===== src/rtl/pulse_pkg.sv =====
// pulse_pkg: shared FSM state type and default counter width for the pulse datapath
package pulse_pkg;
  typedef enum logic [1:0] {IDLE, HIGH, LOW} state_t;
  localparam int CNT_W_DEF = 8;
endpackage


===== src/rtl/pulse_phase_counter.sv =====
// pulse_phase_counter: loadable down-counter with zero flag
//   clk, reset (async active-low), load/load_val (load wins over decrement),
//   en (decrement, saturates at 0), cnt (current value), zero (cnt==0)
module pulse_phase_counter #(parameter int CNT_W = 8) (
  input  logic             clk,
  input  logic             reset,
  input  logic             load,
  input  logic [CNT_W-1:0] load_val,
  input  logic             en,
  output logic [CNT_W-1:0] cnt,
  output logic             zero
);
  always_ff @(posedge clk or negedge reset)
    if (!reset) cnt <= '0;
    else if (load) cnt <= load_val;
    else if (en && cnt != '0) cnt <= cnt - CNT_W'(1);
  assign zero = cnt == '0;
endmodule


===== src/rtl/pulse_sequencer.sv =====
// pulse_sequencer: command-driven pulse train controller
//   clk, reset (async active-low); cmd_valid/cmd_ready handshake with
//   cmd_width/cmd_gap/cmd_count; abort cancels a running train;
//   pulse_out train, busy, done strobe, pulses_left
module pulse_sequencer import pulse_pkg::*; #(parameter int CNT_W = CNT_W_DEF) (
  input  logic             clk,
  input  logic             reset,
  input  logic             cmd_valid,
  output logic             cmd_ready,
  input  logic [CNT_W-1:0] cmd_width,
  input  logic [CNT_W-1:0] cmd_gap,
  input  logic [CNT_W-1:0] cmd_count,
  input  logic             abort,
  output logic             pulse_out,
  output logic             busy,
  output logic             done,
  output logic [CNT_W-1:0] pulses_left
);
  state_t state, state_nx;
  logic [CNT_W-1:0] width_r, gap_r, ph_cnt, ph_val;
  logic ph_zero, ph_load, accept, zero_cmd;
  assign accept = cmd_valid && state == IDLE;
  assign zero_cmd = cmd_width == '0 || cmd_count == '0;
  always_ff @(posedge clk or negedge reset)
    if (!reset) state <= IDLE;
    else state <= state_nx;
  always_comb begin
    state_nx = IDLE;
    unique case (state)
      IDLE: state_nx = (accept && !zero_cmd) ? HIGH : IDLE;
      HIGH: state_nx = abort ? IDLE : !ph_zero ? HIGH : pulses_left == CNT_W'(1) ? IDLE : gap_r != '0 ? LOW : HIGH;
      LOW:  state_nx = abort ? IDLE : ph_zero ? HIGH : LOW;
      default: state_nx = IDLE;
    endcase
  end
  always_comb begin
    cmd_ready = state == IDLE;
    busy = state != IDLE;
    pulse_out = state == HIGH;
  end
  // Reload on entering a phase, including HIGH->HIGH when gap==0 merges pulses
  assign ph_load = (state_nx == HIGH && (state != HIGH || ph_zero)) || (state_nx == LOW && state == HIGH);
  assign ph_val = state_nx == LOW ? gap_r - CNT_W'(1) : (state == IDLE ? cmd_width : width_r) - CNT_W'(1);
  pulse_phase_counter #(.CNT_W(CNT_W)) u_phase (
    .clk(clk), .reset(reset), .load(ph_load), .load_val(ph_val), .en(1'b1), .cnt(ph_cnt), .zero(ph_zero)
  );
  always_ff @(posedge clk or negedge reset)
    if (!reset) begin
      width_r <= '0;
      gap_r <= '0;
      pulses_left <= '0;
      done <= 1'b0;
    end else begin
      done <= (accept && zero_cmd) || (state == HIGH && !abort && ph_zero && pulses_left == CNT_W'(1));
      if (accept) begin
        width_r <= cmd_width;
        gap_r <= cmd_gap;
      end
      pulses_left <= (accept && !zero_cmd) ? cmd_count : state_nx == IDLE ? '0 : (state == HIGH && ph_zero) ? pulses_left - CNT_W'(1) : pulses_left;
    end
endmodule


===== config.mk =====
export PLATFORM = sky130hd
export DESIGN_NAME = pulse_sequencer
export DESIGN_NICKNAME = d
export VERILOG_FILES = /design/src/rtl/pulse_pkg.sv /design/src/rtl/pulse_phase_counter.sv /design/src/rtl/pulse_sequencer.sv
export SDC_FILE = /design/constraint.sdc
export NUM_CORES = 1
export LEC_CHECK = 0
export BUFFER_PORTS_ARGS = -buffer_cell sky130_fd_sc_hd__buf_2
export CAP_MARGIN = 20
export CORE_ASPECT_RATIO = 1.4
export CORE_MARGIN = 10
export CORE_UTILIZATION = 34
export DETAILED_ROUTE_END_ITERATION = 10
export GPL_ROUTABILITY_DRIVEN = 0
export PLACE_DENSITY = 0.64
export SYNTH_ARGS = -nofsm -noshare
export SYNTH_HDL_FRONTEND = slang
export SYNTH_SLANG_ARGS = --single-unit

===== constraint.sdc =====
create_clock -name clk -period 7.8 [get_ports clk]
set_input_delay 0.78 -clock clk [delete_from_list [all_inputs] [get_ports clk]]
set_output_delay 0.78 -clock clk [all_outputs]
set_load 0.005 [all_outputs]

==> run metrics, run 1 <==
status=finished clean; EDFF count, synth=0; FFs w/ async S/R, synth=100%; CP required=8.00 ns; area fraction in compound gates after synthesis=21.7%; Worst setup EP type=flip-flop; setup TNS=0 ns; largest net degree at the start of global routing=36; DR iter-0 viols=106; Overflow after GRT=0; clk sinks=35; # H-tree levels=2; ys flop type=dfrtp_1; FP Rows=35; global-route wire length before repair=10,700 um; Die X=89.8 um; critical-path maximum fanout=17; CTS tree=done; most common cell in the netlist=nand2_1; Data arrival, critical path=3.54 ns; critical-path cell list=nor2_2 -> and2_4 -> and3_4 -> a221o_2 -> a21bo_2 -> o21a_1 -> ha_1 -> inv_1 -> or3_1 -> xor2_1 -> o32ai_1; Final #Nets=337; PD cells=296 nW/um^2; Yosys cell types=62; reported leakage power=1.26 nW; total wire length=6190 um; Yosys warning count=0; endpoints failing hold=0; flops & latches, synth=35; initial core utilization=35.1%; initial antenna violation count=0; CP max stage delay=0.62 ns; Synth Area in Simple Gates=29.0%; crit path time final=3.34 ns; post-cts sizing count=0; Post-Synth Adder-Cell Area=1.62%; maximum vdd drop=0.000125 V; final count of negative-setup-slack endpoints=0; Post-synth top cells=nand2_1 (65), dfrtp_1 (35), a21oi_1 (22); DRC=0; Worst-Skew Late Latency=0.29 ns; top-area cell type share of the netlist area=37.8%; die area=10,600 sq um; largest family of logic cells by synthesized area=simple AND/OR/NAND/NOR gates; Core ar.=6610 sq um; max frequency=299 MHz; final worst path period share=42.8%; Diodes inserted=0; I/O pins=40; Worst Path Buf+Inv=1; cells after synthesis=269; vias in the first global route=2,252; critical path launch point type=flip-flop; synthesized area=2320 sq um; Final HPWL DP=4790 um; area post-placement=2570 sq um; synthesized net count=300; Crit path max-delay family=simple AND/OR/NAND/NOR gates; syn avg cell area=8.62 sq um; Reg clk slew, reported paths=0.07 ns; Area growth syn-to-layout=15.3%; XOR/XNOR Fraction of Synth Area=1.89%; vias per cell=5.30; CTS Buffer Depth=2; Least-Margin Pin Slew=0.795 ns; Max Slew Vio Count=0; total track usage=11.9%; # hold bufs at CTS=0; top post-synthesis cells by area=dfrtp_1 (38%), nand2_1 (11%), a21oi_1 (4.7%); port buffer count=39; layout cells sized above 1=23.5%; postcts setup bufs=0; antenna viol nets, final=0; RSZ-0062 raised after global routing=no; Max transition margin=47.0%; Setup Crit Path Kind=flip-flop to flip-flop; Initial DRT Pass Iterations=4; Final Instance Area=2680 sq um; Routed wire per std cell=15.5 um; Fill cells=689; routed vias=2,114; CP max-delay cell=nor2_2; die height=118 um; sequential area share after synthesis=37.8%; CTS Root Cell=clkbuf_8; CTS Buf Count=5; Clock Skew=0.00416 ns; Reg2Reg Setup Slack=4.46 ns; top cell type by total area after synthesis=dfrtp_1; maxcap violations=0; multiplexer share of the synthesized area=3.99%; HP Class=flip-flop to flip-flop
[power breakdown]
part / switching [mW] / internal (mW)
Clock: 0.0670 / 0.0806
Sequential: 0.0718 / 0.240
Combinational: 0.181 / 0.150
Total: 0.320 / 0.470
[final timing paths]
| path | from | end | cells past startpoint |
|---|---|---|---|
| min in group asynchronous | reset | pulses_left[4]$_DFFE_PN0P_ | 1 |
| hold / removal | width_r[2]$_DFFE_PN0P_ | width_r[2]$_DFFE_PN0P_ | 2 |
| hold reg to reg | width_r[2]$_DFFE_PN0P_ | width_r[2]$_DFFE_PN0P_ | 2 |
| setup reg to reg | state[0]$_DFF_PN0_ | u_phase.cnt[4]$_DFFE_PN0P_ | 11 |
| max in group asynchronous | reset | width_r[1]$_DFFE_PN0P_ | 1 |
| setup / recovery | state[0]$_DFF_PN0_ | u_phase.cnt[4]$_DFFE_PN0P_ | 11 |
[final cells by class]
class / count / area, sq um / area share [%]
multi-input cells: 216 / 1350 / 50.5
repair buffers: 40 / 203 / 7.58
inverters: 8 / 30.0 / 1.12
clock buffers: 8 / 100 / 3.74
well taps: 92 / 115 / 4.30
flip-flops and latches: 35 / 876 / 32.7
[worst register-to-register path, cell delays in order (launching register included)]
cell	delay, ns
dfrtp_1	0.43
nor2_2	0.62
and2_4	0.38
and3_4	0.34
a221o_2	0.21
a21bo_2	0.16
o21a_1	0.14
ha_1	0.18
inv_1	0.10
or3_1	0.33
xor2_1	0.15
o32ai_1	0.21
[cell families after synthesis]
group	Yosys count
adders and majority gates	3
DFF	35
and+or+nand+nor	133
AOI/OAI and AO/OA	66
xor gates and xnor gates	5
muxes	9
buffers and inverters	18
[per-layer routing]
layer  track usage (%)  share of wire [%]  vias up
met5                 0                  0        -
met4              5.98                3.1        0
met3              2.36                3.4       16
met2              20.3                 51       50
met1              13.7                 42     1010
li1                  -                  -     1038
[flip-flops by register name, summed over array words and instances (netlist names)]
register and flops:
width_r 8, pulses_left 8, done 1, u_phase.cnt 8
gap_r 8, state 2
[placed cells by master, fill, tap and decap left out, drive strengths merged, types with 3 or more instances in the layout]
cell | netlist | final
nand4 | 3 | 3
a211oi | 3 | 3
nor4 | 8 | 8
and3 | 5 | 5
nand2 | 65 | 65
a21boi | 4 | 4
a21oi | 23 | 23
inv | 8 | 8
xnor2 | 3 | 3
nor3 | 7 | 7
clkbuf | 5 | 8
mux2i | 7 | 7
dfrtp | 35 | 35
a21o | 4 | 4
or3 | 6 | 6
nand2b | 4 | 4
o31ai | 3 | 3
ha | 3 | 3
buf | 5 | 40
nor2 | 18 | 18
o21ai | 9 | 9
nand3 | 7 | 7
[through the flow]
step           setup slack, ns  util (%)  instances  hold WS (ns)  power (mW)
3_3_place_gp              4.46      38.9        391         0.460       0.638
3_5_place_dp              4.40      38.9        391         0.463       0.645
6_report                  4.46      40.5        399         0.476       0.791
5_1_grt                   4.16      40.5        399         0.528       0.858
4_1_cts                   4.47      40.5        399         0.481       0.796
2_1_floorplan             4.45         -        269         0.445       0.549
Note: power is estimated with default switching activity, not from simulation.
==> inputs of run 2 (changes only) <==
--- a/config.mk
+++ b/config.mk
@@ -12,7 +12,7 @@
 export CORE_UTILIZATION = 34
 export DETAILED_ROUTE_END_ITERATION = 10
 export GPL_ROUTABILITY_DRIVEN = 0
-export PLACE_DENSITY = 0.64
+export PLACE_DENSITY = 0.66
 export SYNTH_ARGS = -nofsm -noshare
 export SYNTH_HDL_FRONTEND = slang
 export SYNTH_SLANG_ARGS = --single-unit
==> constraint.sdc (replaced) <==
create_clock -name clk -period 3 [get_ports clk]
set_input_delay 0.3 -clock clk [delete_from_list [all_inputs] [get_ports clk]]
set_output_delay 0.3 -clock clk [all_outputs]
set_load 0.005 [all_outputs]
==> run 2 against run 1 <==
  * Die area unchanged
  * Power rose to 2.8 times the previous value
  * First-iteration DRC count up 44%
  * Sequential power rose to 2.5 times the previous value
  * Critical endpoint unchanged
  * Wire length up 7.4%
  * Cell area up 8.7%
  * Largest power group unchanged
  * Fmax up 12%
  * Critical path depth unchanged
  * Largest cell class unchanged
  * Combinational power rose to 3.1 times the previous value
  * Clock power rose to 2.6 times the previous value
  * Utilization up 3.5 points
==> run metrics, run 2 (synthesized netlist as in run 1, its figures left out) <==
initial core utilization=35.1%; CTS Root Cell=clkbuf_8; setup TNS=0 ns; Hold WS=0.0861 ns; Core ar.=6610 sq um; Crit path max-delay family=simple AND/OR/NAND/NOR gates; crit path time final=2.98 ns; endpoints failing hold=0; commonest non-fill, non-tap cells in the layout=nand2_1 (65), buf_2 (39), dfrtp_1 (35), buf_4 (25), a21oi_1 (22); critical path launch point type=flip-flop; Clock Skew=0.00465 ns; maxcap violations=0; die area=10,600 sq um; FP Rows=35; Worst Path Buf+Inv=1; critical-path maximum fanout=3; # hold bufs at CTS=0; die height=118 um; Net Sw Frac=40.2%; Final Instance Count excl. Fillers=425; Initial DRT Pass Iterations=4; Worst setup EP type=flip-flop; RSZ-0062 raised after global routing=yes; status=finished clean; combinational share of power=47.1%; layout cells sized above 1=30.6%; Max Slew Vio Count=0; PD cells=763 nW/um^2; Final #Nets=363; Die X=89.8 um; HP Class=primary input to async pin; Switch Pwr=893 uW; Worst-Skew Late Latency=0.29 ns; port buffer count=39; final count of negative-setup-slack endpoints=0; CTS tree=done; final worst path period share=99.2%; sequential power share=35.5%; CP max stage delay=0.55 ns; Least-Margin Pin Slew=0.800 ns; CTS Buf Count=5; vias per cell=5.25; DRC=0; # H-tree levels=2; DR iter-0 viols=153; antenna viol nets, final=0; global-route wire length before repair=11,000 um; total wire length=6650 um; Max transition margin=46.6%; Overflow after GRT=0; I/O pins=40; Area growth syn-to-layout=25.3%; maximum vdd drop=0.000351 V; clk sinks=35; reported leakage power=1.39 nW; Routed wire per std cell=15.6 um; internal power=1.33 mW; Data arrival, critical path=3.17 ns; placed cells=411; vias in the first global route=2,302; Clk pwr share=17.4%; commonest non-fill, non-tap cell in the layout=nand2_1; CTS Buffer Depth=2; max frequency=336 MHz; largest net degree at the start of global routing=36; critical-path cell list=or4_4 -> or3_4 -> o21ai_2 -> a221o_2 -> a21bo_2 -> o21a_1 -> ha_2 -> inv_2 -> or3_1 -> xor2_1 -> o32ai_1; routed vias=2,231; CP max-delay cell=or4_4; initial antenna violation count=0; total track usage=12.4%; Setup Crit Path Kind=flip-flop to flip-flop; Reg clk slew, reported paths=0.07 ns; CP required=3.19 ns; Final HPWL DP=5080 um; Diodes inserted=0
[run 2: cell types whose count changed in the layout (fill, tap and decap cells not counted), sizes merged]
cell,before,now
buf,40,66
[run 2: power groups by stage]
stage | Combinational, mW | Clock, mW | Sequential, mW
final | 1.04 | 0.387 | 0.788
after global routing | 1.16 | 0.410 | 0.805
after CTS | 1.02 | 0.397 | 0.782
after detailed placement | 1.00 | 0 | 0.789
after global placement | 0.977 | 0 | 0.788
after floorplan | 0.662 | 0 | 0.768
[run 2: what timing repair did]
action | CTS | global route
pin swaps | 3 | 3
gates resized for setup | 1 | 7
buffers inserted | 4 | 2
setup endpoints to repair | 2 | 3
[run 2: routing by layer]
metal / wire [um] / GRT usage (%) / share of wire (%) / vias up
met1: 2770 / 13.4 / 42 / 1065
met5: 0 / 0 / 0 / -
met3: 236 / 2.17 / 3.5 / 15
met4: 196 / 6.39 / 2.9 / 0
li1: - / - / - / 1085
met2: 3450 / 22.2 / 52 / 66
[run 2: worst paths after layout]
path	cells after the start	end	from	slack [ns]
worst max-delay path	11	u_phase.cnt[4]$_DFFE_PN0P_	gap_r[1]$_DFFE_PN0P_	0.02
worst min-delay path	1	pulses_left[2]$_DFFE_PN0P_	reset	0.09
worst max register to register	11	u_phase.cnt[4]$_DFFE_PN0P_	gap_r[1]$_DFFE_PN0P_	0.02
worst min register to register	2	width_r[7]$_DFFE_PN0P_	width_r[7]$_DFFE_PN0P_	0.48
max in group asynchronous	1	width_r[2]$_DFFE_PN0P_	reset	2.40
min in group clk	3	gap_r[6]$_DFFE_PN0P_	cmd_gap[6]	0.19
[run 2: area by class of cell]
cell class / instances / area, sq um
Inverter: 8 / 30.0
Sequential cell: 35 / 876
Clock buffer: 8 / 100
Multi-Input combinational cell: 216 / 1380
Fill cell: 686 / 3710
Timing Repair Buffer: 66 / 405
Tap cell: 92 / 115
[run 2: through the flow]
| stage | instance area (sq um) | setup slack [ns] | power, mW | utilization, % |
|---|---|---|---|---|
| after floorplan | 2330 | 0.00658 | 1.43 | - |
| after global placement | 2740 | 0.0520 | 1.76 | 41.4 |
| after detailed placement | 2740 | -0.100 | 1.79 | 41.4 |
| after CTS | 2870 | 0.00136 | 2.20 | 43.4 |
| after global routing | 2910 | -0.0400 | 2.38 | 44.0 |
| final | 2910 | 0.0237 | 2.22 | 44.0 |
==> inputs of run 3 (changes only) <==
==> constraint.sdc (replaced) <==
create_clock -name clk -period 2.6 [get_ports clk]
set_input_delay 0.26 -clock clk [delete_from_list [all_inputs] [get_ports clk]]
set_output_delay 0.26 -clock clk [all_outputs]
set_load 0.005 [all_outputs]
==> run 3 against run 2 <==
  * Count of clock-buffer cells in the layout down 2
  * Combinational power increased by 54%
  * Flip-flop and latch count stayed put
  * Wire length grew 6.3%
  * The flow now finishes with violations (setup timing)
  * Utilization up 6.0 points
  * Worst hold slack got worse by 0.047 ns
  * Clock skew up 0.0076 ns
  * Non-clock buffer count rose by 41
  * Cell area is 14% higher
==> run metrics, run 3 (synthesized netlist as in run 1, its figures left out) <==
critical-path maximum fanout=5; Overflow after GRT=0; clk sinks=35; fin util=50.0%; Worst setup EP type=flip-flop; Seq. cell area=876 sq um; Final Worst Setup Slack=-0.432 ns; Crit path max-delay family=simple AND/OR/NAND/NOR gates; Clock Skew=0.0123 ns; layout cells sized above 1=41.4%; CTS Buf Count=5; status=complete, but fails checks; total wire length=7070 um; commonest non-fill, non-tap cell in the layout=nand2_1; global-route wire length before repair=11,600 um; Routed wire per std cell=15.2 um; CTS tree=done; CP required=2.77 ns; Diodes inserted=0; total track usage=12.9%; final worst path period share=117%; antenna viol nets, final=0; CP max-delay cell=or4_4; PD cells=863 nW/um^2; CTS Buffer Depth=2; Final Instance Count excl. Fillers=464; critical-path cell list=or4_4 -> or3_4 -> a31oi_4 -> buf_4 -> buf_6 -> mux2_4 -> a21oi_4 -> o211ai_1 -> and3_1 -> a311o_1; # hold bufs at CTS=0; Worst R2R Start=gap_r[1]$_DFFE_PN0P_; FF-to-FF End=u_phase.cnt[5]$_DFFE_PN0P_; Reg clk slew, reported paths=0.08 ns; Core ar.=6610 sq um; Worst Path Buf+Inv=2; Die X=89.8 um; CTS Root Cell=clkbuf_8; maximum vdd drop=0.000340 V; commonest non-fill, non-tap cells in the layout=nand2_1 (64), buf_4 (62), buf_2 (39), dfrtp_1 (35), a21oi_1 (21); Initial DRT Pass Iterations=5; initial core utilization=35.1%; Setup Crit Path Kind=flip-flop to flip-flop; die height=118 um; HP Class=primary input to async pin; Worst Setup SP=gap_r[1]$_DFFE_PN0P_; Fill cells=625; max frequency=330 MHz; Worst-Skew Late Latency=0.30 ns; crit path time final=3.03 ns; multi-input logic area=1480 sq um; endpoints failing hold=0; Post-Place Setup Slack=-0.402 ns; CP max stage delay=0.56 ns; vias per cell=5.21; worst r2r path cells=10; DRC=0; setup TNS=-1.69 ns; CP Depth=10; RSZ-0062 raised after global routing=yes; Reg2Reg Setup Slack=-0.43 ns; vias in the first global route=2,429; Data arrival, critical path=3.20 ns; final count of negative-setup-slack endpoints=12; Final HPWL DP=5380 um; failing checks=setup timing; Final Instance Area=3300 sq um; Max Slew Vio Count=0; Final #Nets=404; maxcap violations=0; Least-Margin Pin Slew=0.815 ns; reported leakage power=1.60 nW; routed vias=2,418; critical path launch point type=flip-flop; placed cells=446; initial antenna violation count=0; die area=10,600 sq um; DR iter-0 viols=102; largest net degree at the start of global routing=36; Worst Setup EP=u_phase.cnt[5]$_DFFE_PN0P_; area post-placement=3000 sq um; port buffer count=39; # H-tree levels=2; Max transition margin=45.7%; I/O pins=40; Area growth syn-to-layout=42.4%; FP Rows=35
==> run 3: changes by cell type in the layout (fill, tap and decap cells not counted), moves of 2 or more <==
| cell | delta |
|---|---|
| o21ai_0 | -2 |
| buf_6 | +4 |
| o21ai_1 | +2 |
| buf_4 | +37 |
| a211oi_1 | -2 |
| clkbuf_8 | -2 |
==> run 3: metal layers <==
| layer | GRT usage, % | up-vias | wire, um |
|---|---|---|---|
| met5 | 0 | - | 0 |
| met4 | 5.68 | 0 | 141 |
| met3 | 2.23 | 9 | 269 |
| met2 | 22.5 | 66 | 3690 |
| met1 | 15.0 | 1175 | 2970 |
| li1 | - | 1168 | - |
==> run 3: per-stage QoR <==
step | hold slack [ns] | power, mW
CTS | 0.0851 | 2.72
floorplan | -0.0356 | 1.65
detailed placement | 0.407 | 2.29
finish | 0.0390 | 2.85
global placement | 0.388 | 2.25
global route | 0.113 | 3.06
==> run 3: timing repair <==
item | CTS | global route
setup endpoints to repair | 6 | 13
endpoints found under the hold margin | 0 | 0
pin swaps | 8 | 10
resized for setup | 11 | 22
setup buffers | 5 | 9
gates cloned | 0 | 0
==> run 3: worst min-delay path by stage <==
stage | cells after the start | slack, ns | endpoint | start
after global routing | 1 | 0.11 | pulses_left[2]$_DFFE_PN0P_ | reset
after detailed placement | 1 | 0.41 | pulses_left[4]$_DFFE_PN0P_ | reset
after floorplan | 0 | -0.04 | done$_DFF_PN0_ | reset
after CTS | 1 | 0.09 | pulses_left[4]$_DFFE_PN0P_ | reset
after global placement | 1 | 0.39 | pulses_left[2]$_DFFE_PN0P_ | reset
final | 1 | 0.04 | pulses_left[4]$_DFFE_PN0P_ | reset
==> run 3: layout make-up <==
| class | count | share of cell area [%] |
|---|---|---|
| Timing Repair Buffer | 107 | 22.0 |
| Multi-Input combinational cell | 216 | 44.8 |
| Tap cell | 92 | 3.48 |
| Sequential cell | 35 | 26.5 |
| Clock buffer | 6 | 2.20 |
| Inverter | 8 | 0.985 |
==> run 3: where the power goes <==
part / internal, mW / total [mW] / switching (mW)
clock: 0.179 / 0.376 / 0.197
combinational: 0.818 / 1.60 / 0.784
sequential: 0.721 / 0.872 / 0.151
